==> src/rtl/ex_mdu.sv <==
// ex_mdu: execute-stage multiply/divide unit.
//
// Owns the architectural HI/LO registers. MULT/MULTU run as a fixed-latency
// multiply (MUL_CYCLES cycles in MUL). DIV/DIVU run as a one-bit-per-cycle
// restoring divide (WIDTH cycles in DIV). MTHI/MTLO write HI/LO directly from
// IDLE. While a multi-cycle op is in flight the EX stage is held via stallreq.
//
// Handshake: the pipeline presents an MDU op with op_valid=1 and keeps it
// (same instruction, same operands) for as long as stallreq=1. The cycle in
// which stallreq drops with op_valid still high is the DONE cycle: HI/LO
// already show the result and the instruction may leave EX. flush kills the
// op in any state without writing HI/LO.
//
// Ports:
//   clk, rst        rising-edge clock, synchronous active-high reset
//   flush           abort the current/offered op
//   op_valid, op    MDU op presented in EX (000 MULT, 001 MULTU, 010 DIV,
//                   011 DIVU, 100 MTHI, 101 MTLO, 11x ignored)
//   src_a, src_b    rs / rt operand values
//   stallreq        hold EX and earlier stages
//   busy            registered: unit is in MUL or DIV
//   hi, lo          architectural HI/LO
//   div_by_zero     one-cycle pulse in DONE after a divide by zero
module ex_mdu #(
  parameter int WIDTH      = 32,
  parameter int MUL_CYCLES = 2
) (
  input  logic             clk,
  input  logic             rst,
  input  logic             flush,
  input  logic             op_valid,
  input  logic [2:0]       op,
  input  logic [WIDTH-1:0] src_a,
  input  logic [WIDTH-1:0] src_b,
  output logic             stallreq,
  output logic             busy,
  output logic [WIDTH-1:0] hi,
  output logic [WIDTH-1:0] lo,
  output logic             div_by_zero
);

  localparam int CNT_MAX = (WIDTH > MUL_CYCLES) ? WIDTH : MUL_CYCLES;
  localparam int CW      = $clog2(CNT_MAX + 1);

  localparam logic [2:0] OP_MULT  = 3'b000;
  localparam logic [2:0] OP_MULTU = 3'b001;
  localparam logic [2:0] OP_DIV   = 3'b010;
  localparam logic [2:0] OP_DIVU  = 3'b011;
  localparam logic [2:0] OP_MTHI  = 3'b100;
  localparam logic [2:0] OP_MTLO  = 3'b101;

  // FSM state; kept as a named enum so checkers can bind to dut.state.
  typedef enum logic [1:0] {S_IDLE, S_MUL, S_DIV, S_DONE} state_t;
  state_t state, state_next;

  // Op decode
  logic is_mul, is_div, is_mthi, is_mtlo, op_signed, b_zero;
  assign is_mul    = op_valid && (op == OP_MULT || op == OP_MULTU);
  assign is_div    = op_valid && (op == OP_DIV  || op == OP_DIVU);
  assign is_mthi   = op_valid && (op == OP_MTHI);
  assign is_mtlo   = op_valid && (op == OP_MTLO);
  assign op_signed = (op == OP_MULT) || (op == OP_DIV);
  assign b_zero    = (src_b == '0);

  // Datapath registers. a_q/b_q hold multiplicand/multiplier in MUL and
  // quotient-in-progress/divisor in DIV (the dividend is shifted out of a_q
  // while quotient bits are shifted in).
  logic [WIDTH-1:0] a_q, b_q, rem_q;
  logic             sgn_q, neg_q, neg_r, dz_q;
  logic [CW-1:0]    cnt_q;

  // Magnitudes for signed divide; -(-2^(W-1)) wraps to itself, which is the
  // correct unsigned magnitude.
  logic [WIDTH-1:0] abs_a, abs_b;
  assign abs_a = (op_signed && src_a[WIDTH-1]) ? -src_a : src_a;
  assign abs_b = (op_signed && src_b[WIDTH-1]) ? -src_b : src_b;

  // Multiply: sign- or zero-extend to 2W, low 2W bits of the product are exact.
  logic [2*WIDTH-1:0] ext_a, ext_b, product;
  assign ext_a   = {{WIDTH{sgn_q & a_q[WIDTH-1]}}, a_q};
  assign ext_b   = {{WIDTH{sgn_q & b_q[WIDTH-1]}}, b_q};
  assign product = ext_a * ext_b;

  // One restoring divide step. rem_q < divisor always, so the shifted
  // remainder needs one extra bit for the compare only.
  logic [WIDTH:0]   rem_sh;
  logic [WIDTH-1:0] rem_diff, rem_n, quot_n;
  logic             rem_ge;
  assign rem_sh   = {rem_q, a_q[WIDTH-1]};
  assign rem_ge   = (rem_sh >= {1'b0, b_q});
  assign rem_diff = rem_sh[WIDTH-1:0] - b_q;
  assign rem_n    = rem_ge ? rem_diff : rem_sh[WIDTH-1:0];
  assign quot_n   = {a_q[WIDTH-2:0], rem_ge};

  // State register
  always_ff @(posedge clk) begin
    if (rst) state <= S_IDLE;
    else     state <= state_next;
  end

  // Next-state logic
  always_comb begin
    state_next = state;
    case (state)
      S_IDLE: begin
        if (is_mul)      state_next = S_MUL;
        else if (is_div) state_next = b_zero ? S_DONE : S_DIV;
      end
      S_MUL:   if (cnt_q == '0) state_next = S_DONE;
      S_DIV:   if (cnt_q == '0) state_next = S_DONE;
      S_DONE:  state_next = S_IDLE;
      default: state_next = S_IDLE;
    endcase
    if (flush) state_next = S_IDLE;
  end

  // Outputs decoded from state
  always_comb begin
    stallreq    = (is_mul || is_div) && (state != S_DONE) && !flush && !rst;
    div_by_zero = (state == S_DONE) && dz_q;
  end

  // Datapath and HI/LO
  always_ff @(posedge clk) begin
    if (rst) begin
      hi    <= '0;
      lo    <= '0;
      a_q   <= '0;
      b_q   <= '0;
      rem_q <= '0;
      sgn_q <= 1'b0;
      neg_q <= 1'b0;
      neg_r <= 1'b0;
      dz_q  <= 1'b0;
      cnt_q <= '0;
      busy  <= 1'b0;
    end else begin
      busy <= (state_next == S_MUL) || (state_next == S_DIV);
      dz_q <= (state == S_IDLE) && !flush && is_div && b_zero;
      if (!flush) begin
        case (state)
          S_IDLE: begin
            if (is_mul) begin
              a_q   <= src_a;
              b_q   <= src_b;
              sgn_q <= op_signed;
              cnt_q <= CW'(MUL_CYCLES - 1);
            end else if (is_div && !b_zero) begin
              a_q   <= abs_a;
              b_q   <= abs_b;
              rem_q <= '0;
              neg_q <= op_signed && (src_a[WIDTH-1] ^ src_b[WIDTH-1]);
              neg_r <= op_signed && src_a[WIDTH-1];
              cnt_q <= CW'(WIDTH - 1);
            end
            if (is_mthi) hi <= src_a;
            if (is_mtlo) lo <= src_a;
          end
          S_MUL: begin
            if (cnt_q == '0) begin
              hi <= product[2*WIDTH-1:WIDTH];
              lo <= product[WIDTH-1:0];
            end else begin
              cnt_q <= cnt_q - 1'b1;
            end
          end
          S_DIV: begin
            a_q   <= quot_n;
            rem_q <= rem_n;
            if (cnt_q == '0) begin
              // Quotient sign from operand signs, remainder follows dividend.
              lo <= neg_q ? -quot_n : quot_n;
              hi <= neg_r ? -rem_n  : rem_n;
            end else begin
              cnt_q <= cnt_q - 1'b1;
            end
          end
          default: ;
        endcase
      end
    end
  end

endmodule

==> config.mk <==
export PLATFORM = sky130hd
export DESIGN_NAME = ex_mdu
export DESIGN_NICKNAME = d
export VERILOG_FILES = /design/src/rtl/ex_mdu.sv
export SDC_FILE = /design/constraint.sdc
export NUM_CORES = 2
export LEC_CHECK = 0
export BUFFER_PORTS_ARGS = -buffer_cell sky130_fd_sc_hd__buf_4
export CAP_MARGIN = 20
export CELL_PAD_IN_SITES_DETAIL_PLACEMENT = 0
export CELL_PAD_IN_SITES_GLOBAL_PLACEMENT = 1
export CORE_MARGIN = 1
export CORE_UTILIZATION = 50
export DETAILED_ROUTE_END_ITERATION = 8
export PLACE_DENSITY_LB_ADDON = 0.12
export SLEW_MARGIN = 20
export SYNTH_ARGS = -nofsm -noshare
export SYNTH_HDL_FRONTEND = slang
export SYNTH_SLANG_ARGS = --single-unit
==> constraint.sdc <==
create_clock -name clk -period 11.47 [get_ports clk]
set_input_delay 0.5735 -clock clk [delete_from_list [all_inputs] [get_ports clk]]
set_output_delay 0.5735 -clock clk [all_outputs]
set_load 0.01 [all_outputs]
Word level (Yosys, flattened, before mapping)
Cells that the tools add are included.
{ "op_classes": {"n_mux": 31, "magnitude_cmp": 1, "n_eq_ne": 19, "n_mul": 1, "n_addsub": 6, "reduce_logical": 40, "n_bitwise": 5} }
{ "op_table": {"columns": ["operator", "n"], "rows": [
  ["$mux W32", 17],
  ["$pmux W32 S3", 2],
  ["$neg A32 Y32", 4],
  ["$pmux W32 S2", 2],
  ["$mul A33 B33 Y64", 1],
  ["$ge A33 B32 Y1", 1],
  ["$logic_not A32 Y1", 1],
  ["$sub A32 B32 Y32", 1],
  ["$mux W6", 3],
  ["$logic_and A1 B1 Y1", 15],
  ["$ne A2 B2 Y1 const B", 7],
  ["$pmux W6 S2", 1],
  ["$reduce_and A4 Y1", 3],
  ["$reduce_and A5 Y1", 2],
  ["$reduce_and A3 Y1", 3],
  ["$mux W2", 4],
  ["$eq A2 B2 Y1 const B", 3],
  ["$eq A3 B2 Y1 const B", 2],
  ["$eq A3 B3 Y1 const B", 2],
  ["$logic_not A6 Y1", 1],
  ["$pmux W2 S3", 1],
  ["$reduce_bool A2 Y1", 3],
  ["$sub A6 B1 Y6 const B", 1],
  ["$logic_or A1 B1 Y1", 5],
  ["other kinds (13)", 18]
]} }
{ "totals": {"reg_bits": 173, "word_cells": 115, "output_inout_bits": 67} }

Depth between registers and ports, before layout
{ "logic_depth": {"depth_word": 9, "mapped_depth": 32, "ltp_nobuf": 30} }

Worst setup path after synthesis
OpenSTA, ideal clock, no wires.
{ "synth_timing": {"kind": "register to register", "start": "reg a_q[31]", "end": "reg hi[27]", "setup_slack_ns": 3.500, "path_stages_with_launch": 28, "arrival_time_ns": 7.856, "path_cell_list": "dfxtp_1 > clkbuf_1 > clkbuf_1 > and3_1 > fa_1 > fa_1 > fa_1 > inv_1 > fa_1 > inv_1 > fa_1 > fa_1 > fa_1 > inv_1 > fa_1 > inv_1 > ha_1 > clkbuf_1 > nand4_1 > nor2_1 > nand2_1 > o31a_1 > o31ai_2 > a31oi_1 > o31a_1 > xnor2_1 > a221oi_1 > a2111oi_0"} }
{ "synth_via": {"elab_chain_cells": 6} }
{ "synth_lines": {"columns": ["element", "line", "source"], "rows": [
  ["start, declared", "68", "logic [WIDTH-1:0] a_q, b_q, rem_q;"],
  ["start signal, assigned", "144", "a_q <= src_a;"],
  ["start signal, assigned", "149", "a_q <= abs_a;"],
  ["start signal, assigned", "168", "a_q <= quot_n;"],
  ["$sub A32 B32 Y32 or $ge A33 B32 Y1 (tied branches)", "91, 90", null],
  ["$mux W32", "92", "assign rem_n = rem_ge ? rem_diff : rem_sh[WIDTH-1:0];"],
  ["$neg A32 Y32", "173", "hi <= neg_r ? -rem_n : rem_n;"],
  ["$mux W32", "173", null],
  ["$mux W32", "170", "if (cnt_q == '0) begin"],
  ["$pmux W32 S3 (*)", "141", "case (state)"],
  ["end signal, assigned", "156", "if (is_mthi) hi <= src_a;"],
  ["end signal, assigned", "161", "hi <= product[2*WIDTH-1:WIDTH];"],
  ["end signal, assigned", "173", null],
  ["end, declared", "37", "output logic [WIDTH-1:0] hi,"]
]} }
Every way passes the cells marked *; elsewhere a longest branch is shown, timed or not. The select of a mux whose other input is x is not followed.
A chain may end at the register's enable or synchronous reset.

Worst setup path after layout
{ "layout_timing": {"start": "reg a_q[16]", "end": "reg hi[27]"} }
{ "layout_via": {"elab_chain_cells": 3} }
{ "layout_lines": {"columns": ["element", "line", "source"], "rows": [
  ["$mul A33 B33 Y64", "82", "assign product = ext_a * ext_b;"],
  ["$mux W32", "160", "if (cnt_q == '0) begin"],
  ["$pmux W32 S3", "141", null]
]} }
Every way passes these cells. The select of a mux whose other input is x is not followed.

==> key figures <==
Run status
  – Run status: completed

Clock network
  – H-tree levels: 4
  – Clk root buf: clkbuf_16
  – Clock buffer depth: 2
  – Post-CTS setup repair buffer count: 0
  – Post-CTS sizing: 0
  – Latest clock arrival within the worst-skew pair: a little over 0.5 ns
  – CTS Buf Count: 17
  – CTS Hold Buffers Added: 0
  – CTS tree: yes
  – Num Clock Sinks: around 170
  – Reg clk slew, reported paths: around 0.090 ns

Logic synthesis
  – Commonest cells post-synth: inv_1 (1196), fa_1 (1126), nand2_1 (966)
  – Synthesis Warnings: 0
  – Syn_nets: ~7500
  – Syn Inst Count: around 6000
  – Number of synthesized register bits: 173
  – Number of enable flip-flop cells after synthesis: 0
  – Post-synth top area share: 0.442
  – Asr flop ratio synth: 0
  – Library cells used by synthesis: 93
  – Top-count cell post-synth: inv_1
  – Synthesized area: ~51000 um2
  – Sequential area share after synthesis: 0.0679
  – Ranking of synthesized cells by area: fa_1 (44%), inv_1 (8.8%), nand2_1 (7.1%), dfxtp_1 (6.8%), ha_1 (6.2%)
  – Ys flop type: dfxtp_1
  – Syn Area/Cell: 8.49 um2
  – Synth area leader: fa_1

Floorplanning
  – FP Rows: around 120
  – Die height: between 300 and 400 um
  – Top Ports: 138
  – Core area: roughly 100000 um2
  – Die area: 103000 um2
  – Die Wd: 321 um
  – Starting Density: 0.507

Detailed routing
  – DRC: 0
  – Routed WL: between 150000 and 200000 um
  – Initial DRC count: 3661
  – Pre-Repair DR Iteration Count: 6
  – Vias per cell: 5.66
  – Wire length per cell: roughly 24 um
  – Antenna viol nets, final: 0
  – Via count: around 41000

GRT
  – Largest net degree at the start of global routing: 81
  – Tot GR Track Use: 0.347
  – Met2 GRT Util: 0.510
  – GR Layer Usage met1: 0.514
  – Vias in the first global route: 42505
  – Global-route wire length before repair: about 270000 um
  – Most Used Layer, Global Route: met1
  – Initial antenna violation count: 11
  – Remaining Overflow, GRT: 0
  – GR Layer Usage met3: 0.0912

Final layout
  – Layout cell share with drive strength beyond 1: 0.0593
  – Area growth syn-to-layout: 5.44%
  – Final #Nets: 7359

Setup path
  – FF-to-FF Start: a_q[16]
  – Setup crit start: a_q[16]
  – Slowest CP cell: dfxtp_1
  – Critical path's largest stage delay: between 1 and 1.5 ns
  – Critical path peak fanout: 21
  – Crit path DAT: about 10 ns
  – CP startpoint kind: flop
  – CP Capture Type: flop
  – Req. time, crit path: approximately 12 ns
  – Setup Crit Path Kind: reg -> reg
  – CP most frequent cell: fa_1

Timing
  – Tightest Pin Transition: roughly 1.2 ns
  – Final Max Tran Viols: 0
  – Fin crit share: 0.840
  – Period minus WS final: 9.63 ns
  – Slew headroom: 0.220
  – Post-route clock skew: 0.0242 ns
  – Unrepaired setup endpoints after global routing: false
  – Final setup viols: 0
  – Hold Violations, Final: 0
  – Achievable Freq: around 100 MHz
  – Fin Setup TNS: 0 ns

Placement
  – Gpl congestion: about 0.95
  – DP HPWL: between 100000 and 150000 um
  – IO Port Bufs: approximately 140

Power
  – Total power: roughly 0.0028 W
  – PwrDens: about 53 nW/um2
  – Leakage power: around 25 nW
  – Max VDD drop: 0.000124 V

Worst hold path
  – Min-delay worst type: in -> reg
  – Hold Startpoint: op[1]

Job
  – Max Cap Viol: 0
-- layer usage --
layer,vias to the layer above,part of all wire
met4,4,0.021
met5,-,0.00011
met2,1722,0.43
li1,18130,-
met3,170,0.10
met1,21150,0.45
-- final cells by class --
type                       instances  area, um2
fill                            9618      46800
sequential                       173       3470
clock buffer                      17        425
tap                             1357       1700
timing repair buffer             257       1930
antenna                            1       2.50
multi-input combinational       4260      41500
inverter                        1199       4500
clock inverter                    15        190
-- registers in the layout (all words and copies together) (netlist names), 2 cells and up --
signal	flops
lo	32
b_q	32
a_q	32
cnt_q	6
rem_q	32
state	2
hi	32
-- report_power, final --
group	switching (W)	internal (W)	leakage [nW]
registers	0.0000733	0.000630	1.41
logic	0.00100	0.000473	23.8
clock network	0.000354	0.000299	0.295
total	0.00143	0.00140	25.5
-- critical path: cells and delay by family, from the launching register on --
family                   cells  cell delay (ns)
AO/OA/AOI/OAI                9             2.66
XOR/XNOR                     1             0.26
buffers and inverters        6             0.71
adder cells (fa/ha/maj)      9             4.40
flip-flops                   1             1.06
AND/OR/NAND/NOR              3             0.38
-- cell usage in the layout (no fill, tap or decap), types with 60 or more instances in the layout --
cell type and instances:
a21oi_1 211, nor3_1 60, xor2_1 63, a211oi_1 63
inv_1 1196, nand2_1 966, o21ai_0 132, buf_4 256
nor2_1 295, xnor2_1 151, fa_1 1125, nand3_1 64
ha_1 251, dfxtp_1 170, and2_1 313
-- worst paths after layout --
| path | to | slack (ns) | cells past startpoint |
|---|---|---|---|
| setup reg to reg | hi[27] | 1.84 | 28 |
| hold / removal | dz_q | 0.35 | 3 |
| hold reg to reg | lo[26] | 0.46 | 2 |
| setup / recovery | hi[27] | 1.84 | 28 |
-- cells by family (layout without fill, tap and decap cells) --
kind of cell / Yosys count / count (layout) / synth area share
AO/OA/AOI/OAI: 735 / 735 / 0.0970
XOR/XNOR: 214 / 214 / 0.0368
adder cells (fa/ha/maj): 1380 / 1380 / 0.505
buffers and inverters: 1574 / 1488 / 0.118
flip-flops: 173 / 173 / 0.0679
multiplexers: 26 / 26 / 0.00515
other: 0 / 1 / 0
AND/OR/NAND/NOR: 1905 / 1905 / 0.171
-- metrics by stage --
stage                     cells   util  cell area [um2]  worst slack (ns)  hold slack (ns)
after global routing       7279  0.534            53700              1.54            0.356
after detailed placement   7246  0.528            53100              1.95            0.449
after CTS                  7278  0.534            53700              1.88            0.330
final                      7279  0.534            53700              1.84            0.347
after global placement     7246  0.528            53100              1.97            0.442
after floorplan            6007      -            51000              3.50            0.449
(Power assumes the default switching activity.)
